File: src/rtl/coin_credit_ctrl.sv
// coin_credit_ctrl: coin window sampler, classifier and digit-serial BCD credit adder
module coin_credit_ctrl #(
  parameter int WINDOW_CYCLES = 25_000_000,
  parameter int QUIET_CYCLES  = 50_000
) (
  input  logic        CLK_50,
  input  logic        rst,
  input  logic [4:0]  coin,
  input  logic        clr,
  output logic [31:0] credit,
  output logic        busy,
  output logic        coin_valid,
  output logic [2:0]  coin_code,
  output logic        coin_reject,
  output logic        overflow
);
  localparam int CW = $clog2(WINDOW_CYCLES + 1);
  localparam int QW = $clog2(QUIET_CYCLES + 1);
  typedef enum logic [2:0] {IDLE, SAMPLE, CLASSIFY, ADD, RELEASE} state_t;
  state_t state_q, state_d;
  logic [4:0] sync_q, coin_s_q, seen_q, seen_d;
  logic [CW-1:0] cnt_q, cnt_d;
  logic [QW-1:0] qcnt_q, qcnt_d;
  logic [31:0] work_q, work_d, credit_q, credit_d, addend;
  logic [2:0] digit_q, digit_d, code_q, code_d, code;
  logic carry_q, carry_d, ovf_q, ovf_d;
  logic [4:0] s;
  assign code = seen_q == 5'b00001 ? 3'd1 :
                seen_q == 5'b00011 ? 3'd2 :
                seen_q == 5'b00111 ? 3'd3 :
                seen_q == 5'b01111 ? 3'd4 :
                seen_q == 5'b11111 ? 3'd5 : 3'd0;
  assign addend = code == 3'd1 ? 32'h5  :
                  code == 3'd2 ? 32'h10 :
                  code == 3'd3 ? 32'h20 :
                  code == 3'd4 ? 32'h50 :
                  code == 3'd5 ? 32'h100 : 32'h0;
  assign credit    = credit_q;
  assign busy      = state_q != IDLE;
  assign coin_code = code_q;
  assign overflow  = ovf_q;
  always_comb begin
    state_d     = state_q;
    seen_d      = seen_q;
    cnt_d       = cnt_q;
    qcnt_d      = qcnt_q;
    work_d      = work_q;
    digit_d     = digit_q;
    carry_d     = carry_q;
    credit_d    = credit_q;
    code_d      = code_q;
    ovf_d       = ovf_q;
    coin_valid  = 1'b0;
    coin_reject = 1'b0;
    s = {1'b0, work_q[{digit_q, 2'b00} +: 4]} + {1'b0, addend[{digit_q, 2'b00} +: 4]} + {4'b0, carry_q};
    case (state_q)
      IDLE: if (|coin_s_q) begin
        state_d = SAMPLE;
        seen_d  = coin_s_q;
        cnt_d   = CW'(1);
      end
      SAMPLE: begin
        seen_d = seen_q | coin_s_q;
        cnt_d  = cnt_q + CW'(1);
        if (cnt_d == CW'(WINDOW_CYCLES)) state_d = CLASSIFY;
      end
      CLASSIFY: begin
        work_d      = credit_q;
        digit_d     = 3'd0;
        carry_d     = 1'b0;
        qcnt_d      = '0;
        coin_reject = code == 3'd0;
        state_d     = code == 3'd0 ? RELEASE : ADD;
      end
      ADD: begin
        work_d[{digit_q, 2'b00} +: 4] = s > 5'd9 ? s[3:0] - 4'd10 : s[3:0];
        carry_d = s > 5'd9;
        digit_d = digit_q + 3'd1;
        if (digit_q == 3'd7) begin
          credit_d   = carry_d ? 32'h9999_9999 : work_d;
          ovf_d      = ovf_q | carry_d;
          code_d     = code;
          coin_valid = 1'b1;
          qcnt_d     = '0;
          state_d    = RELEASE;
        end
      end
      RELEASE: begin
        qcnt_d = |coin_s_q ? '0 : qcnt_q + QW'(1);
        if (qcnt_d == QW'(QUIET_CYCLES)) state_d = IDLE;
      end
      default: state_d = IDLE;
    endcase
    // clear discards any coin in flight, including a commit due this cycle
    if (clr) begin
      credit_d    = '0;
      ovf_d       = 1'b0;
      code_d      = code_q;
      coin_valid  = 1'b0;
      coin_reject = 1'b0;
      qcnt_d      = '0;
      state_d     = state_q == IDLE ? IDLE : RELEASE;
    end
  end
  always_ff @(posedge CLK_50) begin
    if (rst) begin
      state_q  <= IDLE;
      sync_q   <= '0;
      coin_s_q <= '0;
      seen_q   <= '0;
      cnt_q    <= '0;
      qcnt_q   <= '0;
      work_q   <= '0;
      digit_q  <= '0;
      carry_q  <= 1'b0;
      credit_q <= '0;
      code_q   <= '0;
      ovf_q    <= 1'b0;
    end else begin
      state_q  <= state_d;
      sync_q   <= coin;
      coin_s_q <= sync_q;
      seen_q   <= seen_d;
      cnt_q    <= cnt_d;
      qcnt_q   <= qcnt_d;
      work_q   <= work_d;
      digit_q  <= digit_d;
      carry_q  <= carry_d;
      credit_q <= credit_d;
      code_q   <= code_d;
      ovf_q    <= ovf_d;
    end
  end
endmodule

File: config.mk
export PLATFORM = sky130hd
export DESIGN_NAME = coin_credit_ctrl
export DESIGN_NICKNAME = d
export VERILOG_FILES = /design/src/rtl/coin_credit_ctrl.sv
export SDC_FILE = /design/constraint.sdc
export NUM_CORES = 1
export LEC_CHECK = 0
export CAP_MARGIN = 10
export CORE_UTILIZATION = 45
export DETAILED_ROUTE_END_ITERATION = 7
export RECOVER_POWER = 100
export SETUP_SLACK_MARGIN = 0.3
export SLEW_MARGIN = 20
export SYNTH_ARGS = -nofsm -noshare
export SYNTH_HDL_FRONTEND = slang
export SYNTH_SLANG_ARGS = --single-unit
File: constraint.sdc
create_clock -name CLK_50 -period 4.7 [get_ports CLK_50]
set_input_delay 0.47 -clock CLK_50 [delete_from_list [all_inputs] [get_ports CLK_50]]
set_output_delay 0.47 -clock CLK_50 [all_outputs]
set_load 0.02 [all_outputs]
Word-level counts from Yosys, hierarchy flattened
Index checks and enable logic that the tools add are counted.
Storage, ports and cells
  logic and storage cells: 99
  input port bits: 8
  bits in registers: 131
Operators by class
  equal/unequal tests: 23
  add/sub/neg operators: 7
  muxes and demuxes: 36
  order comparisons: 1
  shift-type cells: 4
  bitwise logic cells: 3
  reductions and logical operators: 13
Operator list (number)
  $pmux 32 s2: 1
  $shiftx 32x6->4: 2
  $pmux 25 s2: 1
  $pmux 16 s3: 1
  $mux 9: 5
  $mux 3: 12
  $bwmux 32: 1
  $mux 16: 2
  $mux 32: 1
  $shift 4x7->32 const A: 1
  $shiftx 4x7->32: 1
  $add 25x1->25 const B: 1
  $eq 25x25->1 const B: 1
  $mux 25: 1
  $add 16x1->16 const B: 1
  $eq 16x16->1 const B: 1
  $pmux 3 s5: 1
  $eq 3x2->1 const B: 4
  $eq 3x3->1 const B: 4
  $ne 3x3->1 const B: 4
  $pmux 5 s2: 1
  $neg 5->7: 1
  $eq 3x1->1 const B: 2
  $logic_not 3->1: 2
  other kinds (26): 35

Depth between registers and ports, before layout
  word-level depth: 20
  mapped depth: 19

Worst setup path after synthesis
No wires, ideal clock.
  path type: flip-flop to flip-flop
  start point: reg digit_q[0]
  end point: reg work_q[2]
  arrival: 3817 ps
  required time: 4597 ps
  cell stages (with the launch flop): 19
  period minus slack after synthesis: 3920 ps
  setup slack: 780 ps
  cell sequence: dfxtp_1 -> buf_2 -> buf_1 -> nand2_1 -> o22ai_1 -> a32o_1 -> a21oi_1 -> nor3b_1 -> fa_1 -> inv_1 -> fa_1 -> xnor2_1 -> inv_2 -> ha_1 -> a21boi_1 -> o31ai_1 -> a21oi_2 -> nor2_4 -> a2111oi_2
On the way
  word-level cells in the longest chain between the ends: 8
  elaborated cells on any way between the ends: 12
Ends and longest elaborated chain
  start: declaration: RTL line 25  | logic [2:0] digit_q, digit_d, code_q, code_d, code;
  start signal: assignment: RTL line 127  | digit_q <= digit_d;
  $shiftx 32x6->4: RTL line 55  | s = {1'b0, work_q[{digit_q, 2'b00} +: 4]} + {1'b0, addend[{digit_q, 2'b00} +: 4]} + {4'b0, carry_q};
  $add 4x4->5: RTL line 55
  $add 5x1->5: RTL line 55
  $sub 4x4->4 / $gt 5x4->1 (equally long branches): RTL line 76  | work_d[{digit_q, 2'b00} +: 4] = s > 5'd9 ? s[3:0] - 4'd10 : s[3:0];
  $mux 4: RTL line 76
  $shiftx 4x7->32: RTL line 76
  $bwmux 32 (*): RTL line 76
  $pmux 32 s2 (*): RTL line 56  | case (state_q)
  end signal: assignment: RTL line 126  | work_q <= work_d;
  end: declaration: RTL line 24  | logic [31:0] work_q, work_d, credit_q, credit_d, addend;
Every way passes the cells marked *; elsewhere a longest branch is shown, timed or not.
A chain may end at the register's enable or synchronous reset.

Worst setup path in the final report
  start point: reg digit_q[1]
  end point: reg work_q[2]
Same word-level chain as after synthesis.

==> qor.yml <==
cp-startpoint: "digit_q[1]$_SDFFE_PP0P_"
reg2reg_from: "digit_q[1]$_SDFFE_PP0P_"
start_kind: "flop"
dieArea_sq_mm: 0.01656
antennaDiodeCount: 0
post_cts_buffers: 0
intPower_w: 0.002102
p_sw_w: 0.0006426
grt_pass1_vias: 6599
dr_total_vias: 6894
cp.arrival_ns: 4.41
max_stage_delay_ns: 0.56
drt-met1-wl_mm: 9.074
synth_area_per_cell_sq_um: 7.877
num-nets-final: 952
r2r_cells: 17
n_fill_cell: 1484
antenna_found_initial: 0
period_share_pct: 88.34
cap_violations: 1
grt_overflow: 0
fmax_mhz: 240.8
rows: 45
status: "complete, but fails checks"
routabilityCongestion: 0.8947
track_usage_pct: 25.35
layout-drive-gt1-share_pct: 7.822
dp_hpwl_mm: 13.20
cts_buffer_depth: 2
post-route-min-period_ns: 4.152
worst-path-buf-inv: 3
via_per_inst: 5.959
io_buffers: 46
leakage_nw: 2.915
drc_errors: 0
cp.required_ns: 4.96
tightest_slew_ns: 3.097
grt_first_pass_wirelength_mm: 33.20
synth_edf_count: 0
die_y_microns: 128.7
cts_max_level: 4
drt-initial-drc-count: 539
die_w_microns: 128.7
yosysWarnings: 0
post_cts_resized: 0
crit_family: "compound AO/OA/AOI/OAI gates"
max-vdd-ir-drop_v: 0.0002750
wl_per_cell_microns: 17.27
syn2layout_area_growth_pct: 16.11
finalHoldViolations: 0
cts_root_buffer: "clkbuf_16"
crit_slowest_cell: "dfxtp_1"
final_common_cell: "dfxtp_1"
yosysUniqueCellTypes: 64
worst_clock_skew_ns: 0.007258
drt_wl_total_mm: 19.99
switching_share_pct: 23.41
path_depth: 17
drtAntennaViolNets: 0
synth_flop_cell: "dfxtp_1"
cellPowerDensity_mw_per_mm2: 327.3
hold_path.class: "reg -> reg"
worstSetupEndpoint: "work_q[2]$_SDFFE_PP0P_"
p_seq_share_pct: 41.7
slew_headroom_pct: -106.5
core_area_sq_mm: 0.01543
grt_max_degree: 72
dp_cells: 1125
final.setup.tns_ns: 0
path_clk_slew_ns: 0.05
io_pins: 47
cp_max_fo: 9
drv_slew: 72
reg2reg_slack_ns: 0.55
comb_power_share_pct: 6.8
met2_length_mm: 9.777
final-setup-viol-count: 0
stdcell_count: 1157
r2r_end: "work_q[2]$_SDFFE_PP0P_"
synth_nets: 936
holdBufCountCts: 0
clock_sinks: 131
synthCells: 917
syn_area_sq_mm: 0.007223
rsz0062_at_grt: "false"
setup.worst_path.class: "reg -> reg"
start_util_pct: 46.82
synth_seq_area_share_pct: 36.31
cts_tree: "yes"
crit_path_cell_trace: "nand2_1, o22ai_1, a32o_1, a21oi_1, nor3b_1, fa_1, inv_1, fa_1, xnor2_1, buf_4, inv_1, ha_1, a21boi_1, o31ai_1, a21oi_1, nor2_4, a2111oi_0"
route.met3.wl_microns: 747
p_clk_share_pct: 51.5
clock_latency_ns: 0.42
design_power_total_w: 0.002745
final_cell_mix: "dfxtp_1 (129), nor2_1 (121), a21oi_1 (102)"
end_kind: "flop"
violations: "max-capacitance violations, max-slew violations"
async_flop_share_pct: 0
cts-buffers-inserted: 17
dr.pass1.iters: 7
top_layer: "met4"
ys_seq_elements: 131
[stage by stage]
stage / setup slack (ns) / area, sq um / utilization [%] / hold slack [ns]
CTS: 0.3762 / 8432 / 54.66 / 0.4424
finish: 0.5478 / 8387 / 54.36 / 0.4376
detailed placement: 0.4449 / 7811 / 50.63 / 0.4292
global route: 0.1966 / 8387 / 54.36 / 0.4569
floorplan: 0.7798 / 7223 / - / 0.4138
global placement: 0.6448 / 7811 / 50.63 / 0.4267
[sequential cells by signal (all words and copies together) (netlist names), 3 cells and up]
name and flops:
cnt_q 25, digit_q 3, seen_q 5, credit 32
state_q 3, work_q 32, coin_code 3, coin_s_q 5
qcnt_q 16, sync_q 5
[power by group through the flow]
stage | Combinational, W | Sequential [W] | Clock (W)
final | 0.000185 | 0.00115 | 0.00141
after global routing | 0.000205 | 0.00115 | 0.00149
after CTS | 0.000189 | 0.00114 | 0.00143
after detailed placement | 0.000188 | 0.00117 | 0
after global placement | 0.000183 | 0.00117 | 0
after floorplan | 0.000144 | 0.00116 | 0
[layer usage]
layer / global-route usage [%] / vias to the layer above
li1: - / 3383
met1: 31.83 / 3304
met2: 43.08 / 175
met3: 4.449 / 32
met4: 10.24 / 0
met5: 0 / -
[worst min-delay path by stage]
stage                                     from                      to  slack [ns]  cells past startpoint
final                     sync_q[2]$_SDFF_PP0_  coin_s_q[2]$_SDFF_PP0_        0.44                      1
after global routing      sync_q[4]$_SDFF_PP0_  coin_s_q[4]$_SDFF_PP0_        0.46                      1
after CTS                 sync_q[2]$_SDFF_PP0_  coin_s_q[2]$_SDFF_PP0_        0.44                      1
after detailed placement  sync_q[2]$_SDFF_PP0_  coin_s_q[2]$_SDFF_PP0_        0.43                      1
after global placement    sync_q[1]$_SDFF_PP0_  coin_s_q[1]$_SDFF_PP0_        0.43                      1
after floorplan           sync_q[0]$_SDFF_PP0_  coin_s_q[0]$_SDFF_PP0_        0.41                      1
[synth_stat cells, drive strengths merged, types with 10 or more instances]
library cell  count  share of area [%]
o21ai            57                3.9
nand3            35                2.4
nand2            79                4.1
or3              10               0.87
nor2            126                6.9
clkbuf           56                2.9
a31oi            15                1.3
dfxtp           131                 36
a21oi           103                7.2
a211oi           14                1.5
or4              14                1.5
nor2b            13                1.1
o22ai            10               0.87
nor3             30                2.1
mux2i            24                3.5
nand4            12                1.0
nand2b           11               0.95
nor3b            21                2.2
inv              22                1.1
[layout make-up]
cell class,count,area [sq um],share of cell area [%]
clock buffer,23,467.9,5.580
clock inverter,9,152.6,1.820
inverter,22,82.58,0.9846
multi-input combinational,701,4243,50.59
sequential,131,2625,31.30
tap,211,264.0,3.148
timing repair buffer,60,551.8,6.579
[kinds of logic (layout without fill, tap and decap cells)]
logic type | after synthesis | count (layout) | share of synthesized area (%)
xor gates and xnor gates | 10 | 10 | 1.421
and+or+nand+nor | 387 | 387 | 26.80
AOI/OAI and AO/OA | 253 | 253 | 21.65
DFF | 131 | 131 | 36.31
muxes | 40 | 40 | 7.241
adders and majority gates | 11 | 11 | 2.113
buffers and inverters | 85 | 114 | 4.469
Power figures use the tool's default switching activity.
